[config.mk]
export PLATFORM = sky130hd
export DESIGN_NAME = xrv_lsu
export DESIGN_NICKNAME = d
export VERILOG_FILES = /design/src/rtl/xrv_pkg.sv /design/src/rtl/xrv_lsu_align.sv /design/src/rtl/xrv_lsu.sv
export SDC_FILE = /design/constraint.sdc
export NUM_CORES = 1
export LEC_CHECK = 0
export CAP_MARGIN = 25
export CORE_MARGIN = 10
export CORE_UTILIZATION = 45
export CTS_BUF_LIST = sky130_fd_sc_hd__clkbuf_4 sky130_fd_sc_hd__clkbuf_8
export DETAILED_ROUTE_END_ITERATION = 7
export PLACE_DENSITY = 0.83
export REMOVE_ABC_BUFFERS = 1
export SYNTH_ARGS = -nofsm -noshare
export SYNTH_HDL_FRONTEND = slang
export SYNTH_SLANG_ARGS = --single-unit
[constraint.sdc]
create_clock -name clk -period 2.2 [get_ports clk]
set_clock_uncertainty 0.15 [all_clocks]
set_input_delay 0.22 -clock clk [delete_from_list [all_inputs] [get_ports clk]]
set_output_delay 0.22 -clock clk [all_outputs]
set_load 0.1 [all_outputs]
[src/rtl/xrv_pkg.sv]
// Shared definitions for the load/store unit: funct3 encodings, FSM states, fault causes.
package xrv_pkg;

    // RV32I load funct3 encodings
    localparam logic [2:0] F3_LB  = 3'd0;
    localparam logic [2:0] F3_LH  = 3'd1;
    localparam logic [2:0] F3_LW  = 3'd2;
    localparam logic [2:0] F3_LBU = 3'd4;
    localparam logic [2:0] F3_LHU = 3'd5;

    // RV32I store funct3 encodings
    localparam logic [2:0] F3_SB  = 3'd0;
    localparam logic [2:0] F3_SH  = 3'd1;
    localparam logic [2:0] F3_SW  = 3'd2;

    typedef enum logic [1:0] {
        ST_IDLE = 2'd0,
        ST_REQ  = 2'd1,
        ST_RESP = 2'd2,
        ST_DONE = 2'd3
    } lsu_state_t;

    // Fault cause codes reported on ls_cause
    localparam logic [1:0] CAUSE_NONE     = 2'b00;
    localparam logic [1:0] CAUSE_MISALIGN = 2'b01;
    localparam logic [1:0] CAUSE_TIMEOUT  = 2'b10;
    localparam logic [1:0] CAUSE_ILLEGAL  = 2'b11;

endpackage

[src/rtl/xrv_lsu_align.sv]
// Combinational lane logic: store byte-enables/replication, alignment and funct3
// legality checks for a new request, and load byte/halfword extract and extend.
module xrv_lsu_align
    import xrv_pkg::*;
(
    input  logic        is_store_i,
    input  logic [2:0]  funct3_i,
    input  logic [1:0]  addr_lo_i,
    input  logic [31:0] wdata_i,
    output logic [3:0]  be_o,
    output logic [31:0] wdata_o,
    output logic        misaligned_o,
    output logic        illegal_o,
    input  logic [2:0]  rsp_funct3_i,
    input  logic [1:0]  rsp_addr_lo_i,
    input  logic [31:0] rdata_i,
    output logic [31:0] rdata_o
);

    logic [7:0]  rbyte;
    logic [15:0] rhalf;

    // Request side: lane mask, replicated store data and fault detection
    always_comb begin
        be_o         = 4'b0000;
        wdata_o      = 32'h0;
        misaligned_o = 1'b0;
        illegal_o    = 1'b0;
        if (is_store_i) begin
            case (funct3_i)
                F3_SB: begin
                    be_o    = 4'b0001 << addr_lo_i;
                    wdata_o = {4{wdata_i[7:0]}};
                end
                F3_SH: begin
                    be_o         = addr_lo_i[1] ? 4'b1100 : 4'b0011;
                    wdata_o      = {2{wdata_i[15:0]}};
                    misaligned_o = addr_lo_i[0];
                end
                F3_SW: begin
                    be_o         = 4'b1111;
                    wdata_o      = wdata_i;
                    misaligned_o = |addr_lo_i;
                end
                default: illegal_o = 1'b1;
            endcase
        end else begin
            case (funct3_i)
                F3_LB, F3_LBU: be_o = 4'b0001 << addr_lo_i;
                F3_LH, F3_LHU: begin
                    be_o         = addr_lo_i[1] ? 4'b1100 : 4'b0011;
                    misaligned_o = addr_lo_i[0];
                end
                F3_LW: begin
                    be_o         = 4'b1111;
                    misaligned_o = |addr_lo_i;
                end
                default: illegal_o = 1'b1;
            endcase
        end
    end

    // Response side: pick the addressed lane and sign- or zero-extend it
    always_comb begin
        case (rsp_addr_lo_i)
            2'd0:    rbyte = rdata_i[7:0];
            2'd1:    rbyte = rdata_i[15:8];
            2'd2:    rbyte = rdata_i[23:16];
            default: rbyte = rdata_i[31:24];
        endcase
        rhalf = rsp_addr_lo_i[1] ? rdata_i[31:16] : rdata_i[15:0];
        case (rsp_funct3_i)
            F3_LB:   rdata_o = {{24{rbyte[7]}}, rbyte};
            F3_LBU:  rdata_o = {24'h0, rbyte};
            F3_LH:   rdata_o = {{16{rhalf[15]}}, rhalf};
            F3_LHU:  rdata_o = {16'h0, rhalf};
            default: rdata_o = rdata_i;
        endcase
    end

endmodule

[src/rtl/xrv_lsu.sv]
// Load/store unit: accepts one access from EX, runs it on the data bus with a
// bounded timeout and reports completion with a single ls_done pulse.
module xrv_lsu
    import xrv_pkg::*;
#(
    parameter int BUS_TIMEOUT = 255
) (
    input  logic        clk,
    input  logic        rst,
    input  logic        is_ls,
    input  logic        flush,
    input  logic        ls_is_store,
    input  logic [2:0]  ls_funct3,
    input  logic [31:0] ls_addr,
    input  logic [31:0] ls_wdata,
    input  logic [4:0]  ls_rd,
    output logic        ls_done,
    output logic        ls_err,
    output logic [1:0]  ls_cause,
    output logic        wb_en,
    output logic [4:0]  wb_rd,
    output logic [31:0] wb_data,
    output logic        dmem_req,
    output logic        dmem_we,
    output logic [31:0] dmem_addr,
    output logic [3:0]  dmem_be,
    output logic [31:0] dmem_wdata,
    input  logic        dmem_gnt,
    input  logic        dmem_rvalid,
    input  logic [31:0] dmem_rdata
);

    localparam int            CW      = (BUS_TIMEOUT < 2) ? 1 : $clog2(BUS_TIMEOUT);
    localparam logic [CW-1:0] TO_LAST = CW'(BUS_TIMEOUT - 1);

    lsu_state_t    state_q, state_d;
    logic [CW-1:0] cnt_q, cnt_d;
    logic          is_store_q, is_store_d;
    logic          kill_q, kill_d;
    logic [2:0]    funct3_q, funct3_d;
    logic [1:0]    addr_lo_q, addr_lo_d;

    logic          ls_done_q, ls_done_d;
    logic          ls_err_q, ls_err_d;
    logic [1:0]    ls_cause_q, ls_cause_d;
    logic          wb_en_q, wb_en_d;
    logic [4:0]    wb_rd_q, wb_rd_d;
    logic [31:0]   wb_data_q, wb_data_d;
    logic          dmem_req_q, dmem_req_d;
    logic          dmem_we_q, dmem_we_d;
    logic [31:0]   dmem_addr_q, dmem_addr_d;
    logic [3:0]    dmem_be_q, dmem_be_d;
    logic [31:0]   dmem_wdata_q, dmem_wdata_d;

    logic [3:0]    al_be;
    logic [31:0]   al_wdata;
    logic          al_misaligned;
    logic          al_illegal;
    logic [31:0]   al_rdata;
    logic          to_hit;

    xrv_lsu_align u_align (
        .is_store_i    (ls_is_store),
        .funct3_i      (ls_funct3),
        .addr_lo_i     (ls_addr[1:0]),
        .wdata_i       (ls_wdata),
        .be_o          (al_be),
        .wdata_o       (al_wdata),
        .misaligned_o  (al_misaligned),
        .illegal_o     (al_illegal),
        .rsp_funct3_i  (funct3_q),
        .rsp_addr_lo_i (addr_lo_q),
        .rdata_i       (dmem_rdata),
        .rdata_o       (al_rdata)
    );

    assign to_hit = (cnt_q == TO_LAST);

    // Next-state and registered-output logic; completion fields default to a single-cycle pulse
    always_comb begin
        state_d      = state_q;
        cnt_d        = '0;
        is_store_d   = is_store_q;
        kill_d       = kill_q;
        funct3_d     = funct3_q;
        addr_lo_d    = addr_lo_q;
        ls_done_d    = 1'b0;
        ls_err_d     = 1'b0;
        ls_cause_d   = CAUSE_NONE;
        wb_en_d      = 1'b0;
        wb_rd_d      = wb_rd_q;
        wb_data_d    = wb_data_q;
        dmem_req_d   = dmem_req_q;
        dmem_we_d    = dmem_we_q;
        dmem_addr_d  = dmem_addr_q;
        dmem_be_d    = dmem_be_q;
        dmem_wdata_d = dmem_wdata_q;
        case (state_q)
            ST_IDLE: begin
                if (is_ls && !flush) begin
                    is_store_d = ls_is_store;
                    funct3_d   = ls_funct3;
                    addr_lo_d  = ls_addr[1:0];
                    wb_rd_d    = ls_rd;
                    kill_d     = 1'b0;
                    if (al_misaligned) begin
                        state_d    = ST_DONE;
                        ls_done_d  = 1'b1;
                        ls_err_d   = 1'b1;
                        ls_cause_d = CAUSE_MISALIGN;
                    end else if (al_illegal) begin
                        state_d    = ST_DONE;
                        ls_done_d  = 1'b1;
                        ls_err_d   = 1'b1;
                        ls_cause_d = CAUSE_ILLEGAL;
                    end else begin
                        state_d      = ST_REQ;
                        dmem_req_d   = 1'b1;
                        dmem_we_d    = ls_is_store;
                        dmem_addr_d  = {ls_addr[31:2], 2'b00};
                        dmem_be_d    = al_be;
                        dmem_wdata_d = al_wdata;
                    end
                end
            end
            ST_REQ: begin
                cnt_d  = cnt_q + CW'(1);
                kill_d = kill_q | flush;
                if (dmem_gnt) begin
                    dmem_req_d = 1'b0;
                    if (is_store_q) begin
                        state_d   = ST_DONE;
                        ls_done_d = 1'b1;
                    end else begin
                        state_d = ST_RESP;
                    end
                end else if (to_hit) begin
                    dmem_req_d = 1'b0;
                    state_d    = ST_DONE;
                    ls_done_d  = 1'b1;
                    ls_err_d   = 1'b1;
                    ls_cause_d = CAUSE_TIMEOUT;
                end
            end
            ST_RESP: begin
                cnt_d  = cnt_q + CW'(1);
                kill_d = kill_q | flush;
                if (dmem_rvalid) begin
                    state_d   = ST_DONE;
                    ls_done_d = 1'b1;
                    wb_en_d   = !(kill_q || flush);
                    wb_data_d = al_rdata;
                end else if (to_hit) begin
                    state_d    = ST_DONE;
                    ls_done_d  = 1'b1;
                    ls_err_d   = 1'b1;
                    ls_cause_d = CAUSE_TIMEOUT;
                end
            end
            default: state_d = ST_IDLE;
        endcase
    end

    // State, counter and output registers; reset clears every output and aborts the access
    always_ff @(posedge clk) begin
        if (rst) begin
            state_q      <= ST_IDLE;
            cnt_q        <= '0;
            kill_q       <= 1'b0;
            ls_done_q    <= 1'b0;
            ls_err_q     <= 1'b0;
            ls_cause_q   <= CAUSE_NONE;
            wb_en_q      <= 1'b0;
            wb_rd_q      <= 5'd0;
            wb_data_q    <= 32'h0;
            dmem_req_q   <= 1'b0;
            dmem_we_q    <= 1'b0;
            dmem_addr_q  <= 32'h0;
            dmem_be_q    <= 4'h0;
            dmem_wdata_q <= 32'h0;
        end else begin
            state_q      <= state_d;
            cnt_q        <= cnt_d;
            kill_q       <= kill_d;
            ls_done_q    <= ls_done_d;
            ls_err_q     <= ls_err_d;
            ls_cause_q   <= ls_cause_d;
            wb_en_q      <= wb_en_d;
            wb_rd_q      <= wb_rd_d;
            wb_data_q    <= wb_data_d;
            dmem_req_q   <= dmem_req_d;
            dmem_we_q    <= dmem_we_d;
            dmem_addr_q  <= dmem_addr_d;
            dmem_be_q    <= dmem_be_d;
            dmem_wdata_q <= dmem_wdata_d;
        end
    end

    // Request fields only matter while an access is in flight
    always_ff @(posedge clk) begin
        is_store_q <= is_store_d;
        funct3_q   <= funct3_d;
        addr_lo_q  <= addr_lo_d;
    end

    assign ls_done    = ls_done_q;
    assign ls_err     = ls_err_q;
    assign ls_cause   = ls_cause_q;
    assign wb_en      = wb_en_q;
    assign wb_rd      = wb_rd_q;
    assign wb_data    = wb_data_q;
    assign dmem_req   = dmem_req_q;
    assign dmem_we    = dmem_we_q;
    assign dmem_addr  = dmem_addr_q;
    assign dmem_be    = dmem_be_q;
    assign dmem_wdata = dmem_wdata_q;

endmodule

## Yosys cells after proc, flatten, opt, wreduce, memory -nomap -nowiden

Cells that the tools add are included.

| cells by class | value |
|---|---|
| add/subtract/negate cells | 1 |
| equal/unequal tests | 16 |
| shift operators | 1 |
| multiplexer cells | 49 |
| bitwise logic cells | 6 |
| reductions and logical operators | 23 |

Operator list:

| kind | number |
|---|---|
| 32-bit one-hot mux with 4 select lines | 1 |
| 32-bit one-hot mux with 3 select lines | 1 |
| 32-bit 2-to-1 mux | 1 |
| 2-bit 2-to-1 mux | 12 |
| 4-bit one-hot mux with 3 select lines | 2 |
| 8-bit one-hot mux with 3 select lines | 1 |
| 1-bit 2-to-1 mux | 20 |
| 16-bit 2-to-1 mux | 1 |
| 3-bit == test (second input constant) | 4 |
| 2-bit one-hot mux with 3 select lines | 2 |
| 2-bit OR reduction | 5 |
| 8-bit by 1-bit adder with 8-bit output (second input constant) | 1 |
| 8-bit == test (second input constant) | 1 |
| 4-bit 2-to-1 mux | 2 |
| 1-bit one-hot mux with 2 select lines | 4 |
| 3-bit by 1-bit == test with 1-bit output (second input constant) | 2 |
| 3-bit zero test | 2 |
| 2-bit != test (second input constant) | 3 |
| 1-bit one-hot mux with 3 select lines | 2 |
| 2-bit AND reduction | 3 |
| 3-bit OR reduction | 2 |
| 1-bit inverter | 5 |
| 5-bit AND reduction | 1 |
| 5-bit OR reduction | 1 |
| other kinds (12) | 17 |

| storage, ports and cells | value |
|---|---|
| bits in registers | 127 |
| input port bits | 111 |
| output and inout bits | 112 |
| word-level logic and storage cells | 113 |

## Logic depth before layout (Yosys ltp)

Gate-level depths: netlist of run 1.

| logic depth | value |
|---|---|
| word-level depth | 8 |
| gate-level depth with buffers | 9 |
| mapped depth without buffers | 6 |

## By module

From an unflattened synthesis of run 1, not the netlist that was laid out.

| second synthesis, totals | value |
|---|---|
| cells, all modules | 784 |
| area, all modules | 6020.8 µm² |

By module, submodules not included:

| module | times used | cells an instance | area an instance (µm²) | seq. area each (µm²) |
|---|---|---|---|---|
| xrv_lsu | 1 | 554 | 4591.9 | 2602.5 |
| xrv_lsu_align | 1 | 230 | 1428.9 | 0.0 |

## Least setup slack after synthesis of run 1

OpenSTA, ideal clock, no wires.

| path | value |
|---|---|
| kind | register to register |
| start | reg state_q[0] |
| end | reg dmem_addr_q[31] (netlist: dmem_addr[31]) |
| setup time | 70 ps |
| arrival | 1797 ps |
| required time | 1980 ps |
| path slack | 183 ps |
| stages on the path, launching flop included | 10 |
| path buffers | 3 |
| clock period less this slack | 2017 ps |
| cells stage by stage | dfxtp_1 inv_1 ha_1 and3b_1 buf_2 o21ai_0 buf_2 buf_2 nand2_1 a21oi_1 |

| on the way | value |
|---|---|
| longest elaborated chain between the ends | 2 |

RTL lines:

| what | line | text |
|---|---|---|
| start: declaration | xrv_lsu.sv:36 | `lsu_state_t state_q, state_d;` |
| start signal: assignment | xrv_lsu.sv:182 | `state_q <= state_d;` |
| 2-bit zero test | xrv_lsu.sv:98 | `case (state_q)` |
| 4-bit AND reduction (no line) | n/a |  |
| end signal: assignment | xrv_lsu.sv:193 | `dmem_addr_q <= dmem_addr_d;` |
| end: declaration | xrv_lsu.sv:51 | `logic [31:0] dmem_addr_q, dmem_addr_d;` |

No other way between the ends.
A chain may end at the register's enable or synchronous reset.

## Worst setup path after layout of run 1

| path | value |
|---|---|
| start | reg state_q[0] |
| end | reg dmem_addr_q[9] (netlist: dmem_addr[9]) |

Same word-level chain as after synthesis.

==> reports/summary.txt, run 1 <==
Status: complete, no violations
Total CTS buffers: 17
R2R setup slack: 170 ps
Cts repair resizes: 0
Fin worst setup slack: 169.0 ps
DRC: 0
GR Layer Usage met1: 23.29%
CTS root buf: clkbuf_8
Drt pass-1 iters: 5
Max clock buf depth: 2
Die height: 130.4 um
Starting Density: 45.88%
Later-pin clock latency in the skew report: 440 ps
Pre-CTS setup slack: -21.91 ps
Startpoint Class: flop
Hpwl dp: 13820 um
Total grt overflow: 0
Max Clk Rate: 492.4 MHz
P_int: 4.409 mW
Register area share after synthesis: 47.42%
Post-placement cell area: 7641 um2
Worst-path maximum fanout: 30
Wire length per cell: 18.26 um
Final non-filler cell total: 1002
Period utilisation layout: 92.32%
Layout cells sized above 1: 22.48%
Worst slew pin tran: 690.4 ps
Row cnt: 40
Number of synthesized register bits: 127
Final setup viols: 0
Vias: 5490
# H-tree levels: 4
Met2 Use GR: 34.25%
Worst Setup Path Type: flop to flop
Max-slew headroom: 53.88%
CORE AREA: 11960 um2
Hold Crit Class: primary input to flop
Ys Warns: 0
Async set or reset register ratio after synthesis: 0%
Die W: 130.4 um
Area growth syn-to-layout: 46.06%
Antenna viol nets, final: 0
Post-synth EDFFs: 6
Worst Path Required: 2410 ps
Slew Viols, Final: 0
Largest net degree at the start of global routing: 64
Crit. End Element: flop
Switching share of total power: 41.72%
Post-CTS Setup Inserts: 0
M3 GR Usage: 8.904%
P per Cell Area: 943.8 nW/um2
CTS tree: yes
NumNets Final: 958
Ys flop type: dfxtp_1
Placed insts: 969
Post-Syn Instances: 624
Minimum clock period: 2031 ps
Placer Congestion: 0.9285
Vias in the first global route: 5650
Comb pwr share: 38.9%
Mean Syn Cell Area: 8.794 um2
Iter 0 DRT Violations: 500
Library cells used by synthesis: 54
PortBufs: 220
Hold Violations, Final: 0
CP arrival: 2240 ps
Lkg Pwr: 3.199 nW
Antenna violations before repair: 1
RSZ-0062 raised after global routing: no
Fillers: 963
Clock power frac: 25.4%
Top Usage Layer GRT: met2
Area of the mapped netlist: 5488 um2
Clock-pin slew on the worst setup and hold paths: 80 ps
Post-route cell area: 8015 um2
Clk sink count: 127
Hold-fix buffers at CTS: 0
Global-route wire length before repair: 28280 um
Detailed Route WL: 18300 um
Max_cap viols: 0
Die area: 17010 um2
Global-route usage over all layers: 20.88%
I/O Pins: 223
Switching power: 3.156 mW
Seq pwr share: 35.7%
Max IR drop VDD: 0.4506 mV
Finished Core Util: 67.01%
Vias per inst: 5.479
-- layer usage --
layer	routed length [um]	vias to the layer above
met5	0	-
met4	451	0
met3	1908	34
met2	8593	255
met1	7345	2574
li1	-	2627
-- power by group through the flow --
stage,sequential (mW),clock (mW),combinational (mW)
finish,2.70,1.92,2.94
global route,2.72,2.05,3.12
CTS,2.70,1.96,2.95
detailed placement,2.75,0,2.94
global placement,2.74,0,2.89
floorplan,4.01,0,0.756
-- Yosys cell counts (2+ instances only) --
cell	instances	area [um2]
o2bb2ai_1	8	70.07
a211o_1	3	26.28
ha_1	6	75.07
a211oi_1	34	255.2
or2_2	10	62.56
a221oi_1	3	26.28
a22o_1	24	210.2
nand4_1	2	12.51
inv_1	10	37.54
buf_6	2	22.52
dfxtp_1	121	2422
xor2_1	2	17.52
nand3b_1	13	97.59
mux2i_1	13	130.1
xnor2_1	3	26.28
o21ai_0	30	150.1
edfxtp_1	6	180.2
buf_4	4	30.03
o31ai_1	4	30.03
nand2_1	98	367.9
nor4_1	2	12.51
clkbuf_1	26	97.59
and2_1	7	43.79
nand3_1	5	25.02
nor2_1	46	172.7
buf_2	13	65.06
mux2_2	7	78.83
a21oi_1	74	370.4
buf_1	4	15.01
nand2b_1	9	56.30
nor2b_1	11	68.82
a21o_1	2	15.01
-- registers in the layout, summed over array words and instances, names as in the netlist --
name,count
cnt_q,8
dmem_be,4
ls_done,1
state_q,2
ls_err,1
ls_cause,2
addr_lo_q,2
funct3_q,3
dmem_addr,30
dmem_req,1
dmem_we,1
wb_rd,5
is_store_q,1
kill_q,1
dmem_wdata,32
wb_data,32
wb_en,1
-- cell type report --
type                            count  area [um2]  area share (%)
Antenna cell                        1       2.502         0.03122
Clock buffer                       19       249.0           3.106
Clock inverter                     13       122.6           1.530
Inverter                           10       37.54          0.4683
Multi-Input combinational cell    439        2625           32.75
Sequential cell                   127        2603           32.47
Tap cell                          147       183.9           2.295
Timing Repair Buffer              246        2192           27.35
-- through the flow --
stage	hold slack, ps	power (mW)	TNS, ps
2_1_floorplan	139.1	4.769	-45370
5_1_grt	81.30	7.886	0
3_3_place_gp	275.6	5.623	0
3_5_place_dp	289.6	5.684	-55.72
4_1_cts	63.28	7.601	0
6_report	94.16	7.565	0
-- critical path, stage by stage, from the launching register on --
cell and delay, ps:
dfxtp_1 340, inv_1 140, ha_1 180, and3b_1 280
a21boi_2 240, buf_4 330, nand2_1 110, a21oi_1 160
-- layout by cell type (no fill, tap or decap), types with 13 or more instances in the layout --
master           count
clkdlybuf4s50_1    109
clkbuf_8            17
dfxtp_1            121
a22o_1              24
mux2i_1             13
nand2_1             98
o21ai_0             29
a211oi_1            34
nor2_1              46
a21oi_1             74
buf_4              130
nand3b_1            13
-- logic make-up (layout without fill, tap and decap cells) --
logic type	after synthesis	count (layout)	synth area share, %
and+or+nand+nor	211	211	17.94
AOI/OAI and AO/OA	193	193	23.03
DFF	127	127	47.42
buffers and inverters	59	288	4.879
muxes	22	22	4.491
adders and majority gates	6	6	1.368
xor gates and xnor gates	5	5	0.7981
other	1	3	0.06833
-- path summary, 6_finish.rpt --
| path | startpoint | to | cells after the start |
|---|---|---|---|
| setup reg to reg | state_q[0]$_SDFFE_PP0P_ | dmem_addr[9]$_SDFFE_PP0P_ | 7 |
| setup / recovery | state_q[0]$_SDFFE_PP0P_ | dmem_addr[9]$_SDFFE_PP0P_ | 7 |
| hold / removal | rst | wb_rd[3]$_SDFFE_PP0P_ | 2 |
| hold reg to reg | kill_q$_SDFFE_PP0P_ | wb_en$_SDFF_PP0_ | 1 |
Power figures use the tool's default switching activity.
==> run 2: changes to the inputs <==
Settings changed: CORE_UTILIZATION 45 to 35, PLACE_DENSITY 0.83 to 0.67.
==> run 2 against run 1 <==
Effect of this change:
- design area up 1.2%
- non-clock buffer count is 8 higher
- clock power is 5% lower
- register-to-register slack improved by 40 ps
- count of clock-buffer cells in the layout is the same
- sequential cell count did not move
- critical path depth unchanged
- wire length increased by 1.7%
- sequential power about the same
- combinational power about the same
- die area increased by 24%
- largest cell class unchanged
==> reports/summary.txt, run 2 (synthesized netlist as in run 1, its figures left out) <==
Total grt overflow: 0 (unchanged)
Period utilisation layout: 90.45% (-1.9 points)
Startpoint Class: flop
I/O Pins: 223 (unchanged)
Global-route usage over all layers: 16.99% (-3.9 points)
Wire length per cell: 17.36 um (-4.9%)
Crit Reg-Reg Startpoint: state_q[0]$_SDFFE_PP0P_
Worst Setup Path Type: flop to flop
Clk sink count: 127 (unchanged)
Vias per inst: 4.997 (-8.8%)
Switching share of total power: 42.12% (+0.40 points)
Minimum clock period: 1990 ps (-41.16 ps)
Met2 Use GR: 26.81% (-7.4 points)
Drt pass-1 iters: 4 (-1)
R2R Path End: dmem_addr[18]$_SDFFE_PP0P_
Hpwl dp: 14300 um (+3.5%)
Antenna Cells: 0 (-1)
Slew Viols, Final: 0 (unchanged)
NumNets Final: 966 (+0.84%)
Worst path cell trace: inv_1, ha_1, and3b_1, a21boi_2, buf_4, nand2_1, a21oi_1
Total CTS buffers: 17 (unchanged)
Fillers: 1432 (+49%)
CP arrival: 2190 ps (-50 ps)
Cell family with most CP delay: buffers and inverters
R2R setup slack: 210 ps (+40 ps)
Detailed Route WL: 18620 um (+1.7%)
Vias: 5357 (-2.4%)
Lkg Pwr: 3.215 nW (+0.50%)
Die W: 145.2 um (+11%)
Antenna viol nets, final: 0 (unchanged)
P_int: 4.310 mW (-2.2%)
DRC: 0 (unchanged)
Row cnt: 45 (+13%)
Starting Density: 35.97% (-9.9 points)
Cts repair resizes: 0 (unchanged)
Post-CTS Setup Inserts: 0 (unchanged)
Clock power frac: 24.5% (-0.9 points)
Global-route wire length before repair: 29600 um (+4.7%)
# H-tree levels: 4 (unchanged)
CP max stage cell: buf_4
Post-placement cell area: 7756 um2 (+1.5%)
Status: complete, no violations
Max clock buf depth: 2 (unchanged)
Max-slew headroom: 56.39% (+2.5 points)
Hold Crit Class: primary input to flop
Worst Path Required: 2400 ps (about the same)
Die height: 145.2 um (+11%)
Commonest non-fill, non-tap cell in the layout: buf_4
Switching power: 3.137 mW (-0.61%)
Worst Setup SP: state_q[0]$_SDFFE_PP0P_
Antenna violations before repair: 0 (-1)
Later-pin clock latency in the skew report: 430 ps (about the same)
PortBufs: 220 (unchanged)
Max IR drop VDD: 0.3606 mV (-20%)
Comb pwr share: 39.3% (+0.4 points)
Path depth of the worst reg2reg path: 7 (unchanged)
P per Cell Area: 918.5 nW/um2 (-2.7%)
Area growth syn-to-layout: 47.74%
CORE AREA: 15260 um2 (+28%)
Post-route cell area: 8108 um2 (+1.2%)
Worst path bufs/invs: 2 (unchanged)
Pre-CTS setup slack: -151.9 ps (-130.0 ps)
Placer Congestion: 0.8755 (-5.7%)
Most frequent cells in the layout: 140 x buf_4, 121 x dfxtp_1, 109 x clkdlybuf4s50_1
Crit. End Element: flop
Final setup viols: 0 (unchanged)
GR Layer Usage met1: 19.98% (-3.3 points)
Hold-fix buffers at CTS: 0 (unchanged)
Max_cap viols: 0 (unchanged)
Worst slew pin tran: 654.1 ps (-36.31 ps)
Top Usage Layer GRT: met2
Fin worst setup slack: 210.1 ps (+41.16 ps)
M3 GR Usage: 7.855% (-1.0 points)
CP peak stage delay: 340 ps (about the same)
Worst-path maximum fanout: 30 (unchanged)
Layout cells sized above 1: 23.34% (+0.86 points)
Hold Path Sink: dmem_be[1]$_SDFFE_PP0P_
Finished Core Util: 53.14% (-14 points)
CTS root buf: clkbuf_8
Hold Violations, Final: 0 (unchanged)
Hold_sp: rst
Die area: 21090 um2 (+24%)
Max Clk Rate: 502.5 MHz (+2.1%)
Vias in the first global route: 5508 (-2.5%)
Clock-pin slew on the worst setup and hold paths: 70 ps (about the same)
CTS tree: yes
RSZ-0062 raised after global routing: no
Seq pwr share: 36.2% (+0.5 points)
Iter 0 DRT Violations: 196 (-61%)
WHS Path Cells: 3 (+1)
Largest net degree at the start of global routing: 59 (-7.8%)
[run 2: power by group through the flow]
stage | logic [mW] | clock network, mW | registers [mW]
6_report | 2.93 | 1.82 | 2.70
4_1_cts | 2.94 | 1.89 | 2.70
2_1_floorplan | 0.756 | 0 | 4.01
3_5_place_dp | 2.93 | 0 | 2.75
5_1_grt | 3.10 | 1.99 | 2.73
3_3_place_gp | 2.91 | 0 | 2.74
[run 2: how the worst max path moves through the flow]
stage / end / slack, ps / cells past startpoint
2_1_floorplan: dmem_be[0]$_SDFFE_PP0P_ / -810 / 6
4_1_cts: dmem_addr[18]$_SDFFE_PP0P_ / 210 / 7
6_report: dmem_addr[18]$_SDFFE_PP0P_ / 210 / 7
3_3_place_gp: dmem_addr[31]$_SDFFE_PP0P_ / -90 / 6
3_5_place_dp: dmem_addr[18]$_SDFFE_PP0P_ / -150 / 6
5_1_grt: dmem_addr[21]$_SDFFE_PP0P_ / 60 / 7
[run 2: worst register-to-register path, delay by kind of cell (launching register included)]
kind / cells / cell delay [ps]
AO/OA/AOI/OAI: 2 / 420
flip-flops: 1 / 330
adder cells (fa/ha/maj): 1 / 180
buffers and inverters: 2 / 460
AND/OR/NAND/NOR: 2 / 380
[run 2: layout make-up]
| class | instances | area (um2) | area share [%] |
|---|---|---|---|
| inverter | 10 | 37.54 | 0.4630 |
| clock inverter | 12 | 96.34 | 1.188 |
| tap | 211 | 264.0 | 3.256 |
| clock buffer | 19 | 255.2 | 3.148 |
| sequential | 127 | 2603 | 32.10 |
| multi-input combinational | 439 | 2625 | 32.38 |
| timing repair buffer | 254 | 2227 | 27.47 |
[run 2: metrics by stage]
stage | instances | total power [mW] | hold slack, ps | TNS [ps]
2_1_floorplan | 576 | 4.769 | 139.1 | -45370
3_3_place_gp | 1041 | 5.647 | 275.7 | -3358
3_5_place_dp | 1041 | 5.685 | 269.9 | -4377
4_1_cts | 1072 | 7.532 | 42.42 | 0
5_1_grt | 1072 | 7.811 | 59.86 | 0
6_report | 1072 | 7.447 | 69.74 | 0
[run 2: routing by layer]
metal,wire (um),vias up
met2,8681,200
met5,0,-
li1,-,2643
met1,7996,2492
met3,1637,22
met4,299,0
==> run 3: changes to the inputs <==
Settings changed: TNS_END_PERCENT set to 20.
==> results of run 3 <==
The final DEF is identical to that of run 2; final timing and power are the same.
